$ cat src/rtl/updown_count_arbiter.sv
// Round-robin arbiter that shares one up/down step counter between two requesters,
// issuing one registered pulse per step and mirroring the counter value locally.
module updown_count_arbiter #(
  parameter int W = 8,
  parameter int S = 4
) (
  input  logic         clock,
  input  logic         reset,
  input  logic         req0_valid,
  input  logic         req0_dir,
  input  logic [S-1:0] req0_steps,
  output logic         req0_ready,
  input  logic         req1_valid,
  input  logic         req1_dir,
  input  logic [S-1:0] req1_steps,
  output logic         req1_ready,
  input  logic         hold,
  output logic         cnt_up,
  output logic         cnt_down,
  output logic [W-1:0] count,
  output logic         busy,
  output logic [1:0]   done
);

  typedef enum logic [1:0] {
    IDLE = 2'd0,
    RUN  = 2'd1,
    DONE = 2'd2
  } state_t;

  localparam logic [S-1:0] STEP_ONE  = {{(S-1){1'b0}}, 1'b1};
  localparam logic [W-1:0] COUNT_ONE = {{(W-1){1'b0}}, 1'b1};

  state_t       r_state;
  state_t       w_nextState;
  logic         r_dir;
  logic         r_grant;
  logic         r_lastServed;
  logic         r_up;
  logic         r_down;
  logic [S-1:0] r_remaining;
  logic [W-1:0] r_count;

  logic         w_pick1;
  logic         w_accept;
  logic         w_selDir;
  logic [S-1:0] w_selSteps;
  logic         w_step;
  logic         w_lastStep;
  logic         w_pulseNext;
  logic         w_nextDir;

  // Requester 1 wins when it is alone, or when both ask and requester 0 went last.
  always_comb begin
    w_pick1     = req1_valid && (!req0_valid || !r_lastServed);
    w_accept    = (r_state == IDLE) && !reset && (req0_valid || req1_valid);
    w_selDir    = w_pick1 ? req1_dir : req0_dir;
    w_selSteps  = w_pick1 ? req1_steps : req0_steps;
    w_step      = r_up || r_down;
    w_lastStep  = w_step && (r_remaining == STEP_ONE);
    w_pulseNext = (w_nextState == RUN) && !hold;
    w_nextDir   = (r_state == IDLE) ? w_selDir : r_dir;
  end

  always_ff @(posedge clock) begin
    if (reset) begin
      r_state <= IDLE;
    end else begin
      r_state <= w_nextState;
    end
  end

  always_comb begin
    w_nextState = r_state;
    case (r_state)
      IDLE: begin
        if (w_accept) begin
          w_nextState = (w_selSteps == '0) ? DONE : RUN;
        end
      end
      RUN: begin
        if (w_lastStep) begin
          w_nextState = DONE;
        end
      end
      DONE:    w_nextState = IDLE;
      default: w_nextState = IDLE;
    endcase
  end

  always_comb begin
    req0_ready = w_accept && !w_pick1;
    req1_ready = w_accept && w_pick1;
    busy       = (r_state != IDLE);
    done       = (r_state == DONE) ? (r_grant ? 2'b10 : 2'b01) : 2'b00;
  end

  // A pulse issued for a cycle always lands in the mirror at that cycle's closing edge,
  // so hold only suppresses pulses that have not been issued yet.
  always_ff @(posedge clock) begin
    if (reset) begin
      r_up         <= 1'b0;
      r_down       <= 1'b0;
      r_count      <= '0;
      r_remaining  <= '0;
      r_dir        <= 1'b0;
      r_grant      <= 1'b0;
      r_lastServed <= 1'b1;
    end else begin
      r_up   <= w_pulseNext && w_nextDir;
      r_down <= w_pulseNext && !w_nextDir;
      if (w_accept) begin
        r_dir       <= w_selDir;
        r_grant     <= w_pick1;
        r_remaining <= w_selSteps;
      end else if (w_step) begin
        r_remaining <= r_remaining - STEP_ONE;
      end
      if (w_step) begin
        r_count <= r_up ? (r_count + COUNT_ONE) : (r_count - COUNT_ONE);
      end
      if (r_state == DONE) begin
        r_lastServed <= r_grant;
      end
    end
  end

  assign cnt_up   = r_up;
  assign cnt_down = r_down;
  assign count    = r_count;

endmodule

$ cat config.mk
export PLATFORM = sky130hd
export DESIGN_NAME = updown_count_arbiter
export DESIGN_NICKNAME = d
export VERILOG_FILES = /design/src/rtl/updown_count_arbiter.sv
export SDC_FILE = /design/constraint.sdc
export NUM_CORES = 1
export LEC_CHECK = 0
export BUFFER_PORTS_ARGS = -buffer_cell sky130_fd_sc_hd__buf_2
export CORE_AREA = 2 2 51 53
export CTS_BUF_LIST = sky130_fd_sc_hd__clkbuf_8
export CTS_CLUSTER_SIZE = 25
export DETAILED_ROUTE_END_ITERATION = 6
export DIE_AREA = 0 0 53 55
export GPL_TIMING_DRIVEN = 0
export PLACE_DENSITY_LB_ADDON = 0.12
export REMOVE_ABC_BUFFERS = 1
export SYNTH_ARGS = -nofsm -noshare
export SYNTH_HDL_FRONTEND = slang
export SYNTH_SLANG_ARGS = --single-unit
export TNS_END_PERCENT = 30
$ cat constraint.sdc
create_clock -name clock -period 2.63 [get_ports clock]
set_clock_uncertainty 0.15 [all_clocks]
set_input_delay 0.526 -clock clock [delete_from_list [all_inputs] [get_ports clock]]
set_output_delay 0.526 -clock clock [all_outputs]
set_load 0.02 [all_outputs]
==> flow_summary.yaml, run 1 <==
yosys:
  synth_edf_count: 0
  synth_common_cells: "dfxtp_1, nor2_1, nand2_1"
  synth_largest_area_cell: "dfxtp_1"
  synth_ff_type: "dfxtp_1"
  synth.area.top_cells: "dfxtp_1, ha_1, a211oi_1"
  synth_top_area_share_pct: 32.6
  netlist_instances: 140
  yosysMostFrequentCell: "dfxtp_1"
  synth_area_um2: 1170
  ys_ff_latch: 19
  synthDistinctLibCells: 37
  postSynthAreaPerCell_um2: 8.33
  async_flop_share_pct: 0
  synth.yosys.seq_area_share_pct: 32.6
  yosys_warnings: 0
cts:
  cts_tree: "built"
  clk_pin_slew_worst_paths_ns: 0.07
  numCtsBuffers: 3
  postCtsSetupRepairBufs: 0
  clk_latency_ns: 0.25
  clk_path_buf_depth: 2
  hold_buffers: 0
  htree_levels: 1
  cts_resized: 0
  cts_sinks: 19
  root_buffer: "clkbuf_8"
floorplan:
  fp-row-count: 18
  core_um2: 2360
  die_y_um: 55
  die_w_um: 53
  io_pins: 30
  die_area_um2: 2920
  initial_core_util_pct: 49.3
global_routing:
  grt_start_max_net_pins: 23
  grt_pass1_wl_um: 4140
  grt_pass1_vias: 1024
  antenna_found_initial: 0
  grt_usage_pct: 19.4
  grt_remaining_overflow: 0
pwr:
  p_sw_uw: 285
  comb_power_share_pct: 35.1
  total_power_uw: 837
  p_sw_share_pct: 34.0
  p_clk_share_pct: 23.8
  ir_worst_vdd_v: 0.000387
  p_per_area_nw_per_um2: 614
  internal_power_uw: 552
  seqPwrFrac_pct: 41.0
  p_leak_uw: 0.000600
routing:
  routed_via_density: 5.40
  wl_per_cell_um: 12.4
  drc: 0
  dr.pass1.iters: 5
  routed_wl_um: 2450
  drtAntennaViolNets: 0
  initialDrtViolationCount: 13
  dr_total_vias: 1063
critical_path:
  arrival_ns: 1.82
  cpMostUsedCell: "buf_2"
  path_max_fanout: 9
  crit_type: "primary input to output pin"
  cpPeakStageDelay_ns: 0.71
  crit_required_ns: 1.95
  critPathSlowestCell: "a21boi_1"
  cp-start-kind: "primary input"
  cp_top_family: "compound AO/OA/AOI/OAI gates"
  crit_buf_inv: 2
  end_kind: "output pin"
  path_cells: "buf_2 -> a21boi_1 -> and3_2 -> buf_2"
placed_design:
  post-dp-hpwl_um: 1840
  gp_congestion: 0.751
  portBuffers: 29
timing:
  worst_slew_pin_slew_ns: 0.896
  slew-limit-headroom_pct: 40.1
  setup_tns_ns: 0
  rsz0062_at_grt: "false"
  min_period_over_period_pct: 94.8
  setup_viol: 0
  hold_viol: 0
  fmax_ghz: 0.401
  drv_slew: 0
  finalCriticalPeriod_ns: 2.49
final_layout:
  regArea_um2: 380
  drive_gt1_share_pct: 22.8
  num_antenna_cells: 0
  nets: 192
  multi_input_area_um2: 732
  syn2layout_area_growth_pct: 16.8
  num-fill-cells: 235
hold_path:
  hold_class: "flip-flop to flip-flop"
flow_run:
  maxCapViolCount: 0
status:
  status: "completed"
## cell usage in the layout, fill, tap and decap left out, drive strengths merged
cell	n
mux2i	6
o21a	2
nor2b	2
a21o	2
or2b	1
o21ai	5
dfxtp	19
mux2	1
nor3b	1
xnor2	6
buf	29
ha	8
or2	1
and3	1
nand2	14
a2bb2oi	1
inv	7
o211ai	2
a21boi	1
nor3	4
xor2	2
nor4b	2
a21oi	11
fa	1
a31oi	1
a2111o	1
nand2b	1
nor4	3
a211oi	10
clkbuf	3
nor2	17
nand3	2
## power groups by stage
stage / combinational [uW] / clock, uW / sequential, uW
2_1_floorplan: 204 / 0 / 365
3_3_place_gp: 288 / 0 / 348
3_5_place_dp: 293 / 0 / 350
4_1_cts: 296 / 203 / 343
5_1_grt: 337 / 213 / 347
6_report: 294 / 200 / 343
## logic make-up after synthesis
kind of cell	after synthesis	synth area share, %
AND/OR/NAND/NOR	49	19.9
AO/OA/AOI/OAI	36	20.2
flip-flops	19	32.6
buffers and inverters	12	4.61
adder cells (fa/ha/maj)	9	10.3
XOR/XNOR	8	6.01
multiplexers	7	6.44
## path summary, 6_finish.rpt
kind / from / to / slack [ns] / depth (start not counted)
max: req0_valid / req1_ready / 0.14 / 4
min reg2reg: count[3] / count[3] / 0.34 / 2
min: count[3] / count[3] / 0.34 / 2
max reg2reg: cnt_up / count[7] / 0.28 / 7
## registers in the layout, summed over array words and instances (netlist names)
signal        count
r_lastServed      1
r_state           2
r_grant           1
cnt_up            1
count             8
cnt_down          1
r_remaining       4
r_dir             1
## metal layers
metal	track usage, %	vias up	part of all wire (%)
met3	3.23	4	4.5
met4	9.83	0	1.4
met1	21.7	480	44
li1	-	552	-
met5	0	-	0
met2	35.8	27	50
## final cells by class
type | instances | area share (%)
multi-input combinational | 109 | 53.7
sequential | 19 | 27.9
timing repair buffer | 29 | 10.7
clock buffer | 3 | 3.03
tap | 30 | 2.75
inverter | 6 | 1.65
clock inverter | 1 | 0.275
## worst min-delay path, stage by stage (launching register included)
cell and delay [ns]:
dfxtp_1 0.33, nand2_1 0.06, a21oi_1 0.05
## through the flow
step                cells  hold WS, ns  util, %  setup slack (ns)  cell area [um2]
floorplan             134        0.287        -             0.358             1130
global placement      193        0.306     55.7            0.0856             1320
detailed placement    193        0.321     55.7            0.0528             1320
CTS                   197        0.333     57.6             0.142             1360
global route          197        0.360     57.6            0.0458             1360
finish                197        0.335     57.6             0.137             1360
Note: power is estimated with default switching activity, not from simulation.
==> run 2: changes to the inputs <==
- CTS_BUF_LIST: sky130_fd_sc_hd__clkbuf_8 -> unset
==> run 2 against run 1 <==
  * Register-to-register slack hardly changed
  * Fmax is 0.10% higher
  * Routed wire length is 0.29% higher
  * Core utilization is 0.79 points lower
==> flow_summary.yaml, run 2 (same netlist as run 1, synthesis figures left out) <==
routing:
  dr.pass1.iters: 4
  drc: 0
  routed_via_density: 5.42
  dr_total_vias: 1068
  drtAntennaViolNets: 0
  wl_per_cell_um: 12.5
  routed_wl_um: 2450
  initialDrtViolationCount: 9
global_routing:
  grt_start_max_net_pins: 23
  grt_pass1_wl_um: 4150
  grt_remaining_overflow: 0
  antenna_found_initial: 0
  grt_usage_pct: 19.4
  grt_pass1_vias: 1029
timing:
  min_period_over_period_pct: 94.7
  setup_viol: 0
  setup_tns_ns: 0
  slew-limit-headroom_pct: 40.3
  rsz0062_at_grt: "false"
  drv_slew: 0
  worst_slew_pin_slew_ns: 0.894
  hold_viol: 0
  finalCriticalPeriod_ns: 2.49
  fmax_ghz: 0.401
cts:
  htree_levels: 1
  cts_sinks: 19
  clk_latency_ns: 0.30
  clk_pin_slew_worst_paths_ns: 0.12
  cts_tree: "built"
  postCtsSetupRepairBufs: 0
  root_buffer: "clkbuf_4"
  clk_path_buf_depth: 2
  hold_buffers: 0
  numCtsBuffers: 3
  cts_resized: 0
floorplan:
  io_pins: 30
  initial_core_util_pct: 49.3
  core_um2: 2360
  fp-row-count: 18
  die_y_um: 55
  die_area_um2: 2920
  die_w_um: 53
final_layout:
  num-fill-cells: 240
  final_common_cell: "buf_2"
  syn2layout_area_growth_pct: 15.2
  layout_common_cells: "buf_2, dfxtp_1, nor2_1"
  num_antenna_cells: 0
  instances_no_fill: 197
  drive_gt1_share_pct: 22.8
  largest_register_ffs: 8
  nets: 192
critical_path:
  path_cells: "buf_2 -> a21boi_1 -> and3_2 -> buf_2"
  reg2reg_from: "cnt_up"
  crit_type: "primary input to output pin"
  cp-start-kind: "primary input"
  path_max_fanout: 9
  end_kind: "output pin"
  arrival_ns: 1.81
  reg2reg_depth: 7
  critPathSlowestCell: "a21boi_1"
  reg2reg_to: "count[7]"
  crit_required_ns: 1.95
  regToRegSetupSlack_ns: 0.27
  cpMostUsedCell: "buf_2"
  cpPeakStageDelay_ns: 0.71
pwr:
  p_sw_uw: 281
  p_per_area_nw_per_um2: 586
  p_leak_uw: 0.000589
  p_clk_share_pct: 19.1
  seqPwrFrac_pct: 43.6
  ir_worst_vdd_v: 0.000333
  internal_power_uw: 507
  p_sw_share_pct: 35.6
  comb_power_share_pct: 37.3
flow_run:
  maxCapViolCount: 0
placed_design:
  gp_congestion: 0.751
  placedCellCount: 193
  post-dp-hpwl_um: 1840
  portBuffers: 29
hold_path:
  min-delay-start: "hold"
  hold_class: "primary input to flip-flop"
  hold_path_depth: 3
  hold_end: "cnt_down"
status:
  status: "completed"
## run 2: per-stage QoR
step | area (um2) | power (uW) | util, % | setup WS [ns] | hold slack [ns]
after floorplan | 1130 | 569 | - | 0.358 | 0.287
after global placement | 1320 | 636 | 55.7 | 0.0856 | 0.306
after global routing | 1340 | 847 | 56.8 | 0.0315 | 0.342
final | 1340 | 788 | 56.8 | 0.139 | 0.339
after CTS | 1340 | 791 | 56.8 | 0.142 | 0.332
after detailed placement | 1320 | 643 | 55.7 | 0.0528 | 0.321
## run 2: critical path, delay by kind of cell
kind | cells | cell delay [ns]
and+or+nand+nor | 1 | 0.31
buffers and inverters | 2 | 0.27
AOI/OAI and AO/OA | 1 | 0.71
## run 2: power groups by stage
stage,Combinational (uW),Clock (uW),Sequential (uW)
finish,294,151,343
global route,337,163,347
CTS,296,152,343
detailed placement,293,0,350
global placement,288,0,348
floorplan,204,0,365
## run 2: worst max path at each step
stage / slack, ns / cells after the start / start / to
2_1_floorplan: 0.36 / 7 / cnt_up / count[7]
3_3_place_gp: 0.09 / 6 / req0_valid / cnt_up
3_5_place_dp: 0.05 / 6 / req0_valid / cnt_down
4_1_cts: 0.14 / 4 / req0_valid / req1_ready
5_1_grt: 0.03 / 7 / cnt_up / count[7]
6_report: 0.14 / 4 / req0_valid / req1_ready
## run 2: layout make-up
cell class | count | area (um2) | area share, %
multi-input combinational | 109 | 732 | 54.5
sequential | 19 | 380 | 28.3
timing repair buffer | 29 | 145 | 10.8
tap | 30 | 37.5 | 2.79
clock buffer | 4 | 26.3 | 1.96
inverter | 6 | 22.5 | 1.68
## run 2: metal layers
metal / vias up / part of all wire (%) / GRT usage (%)
li1: 554 / - / -
met5: - / 0 / 0
met3: 4 / 5.1 / 3.23
met1: 476 / 43 / 21.6
met4: 0 / 1.4 / 8.55
met2: 34 / 50 / 36.3
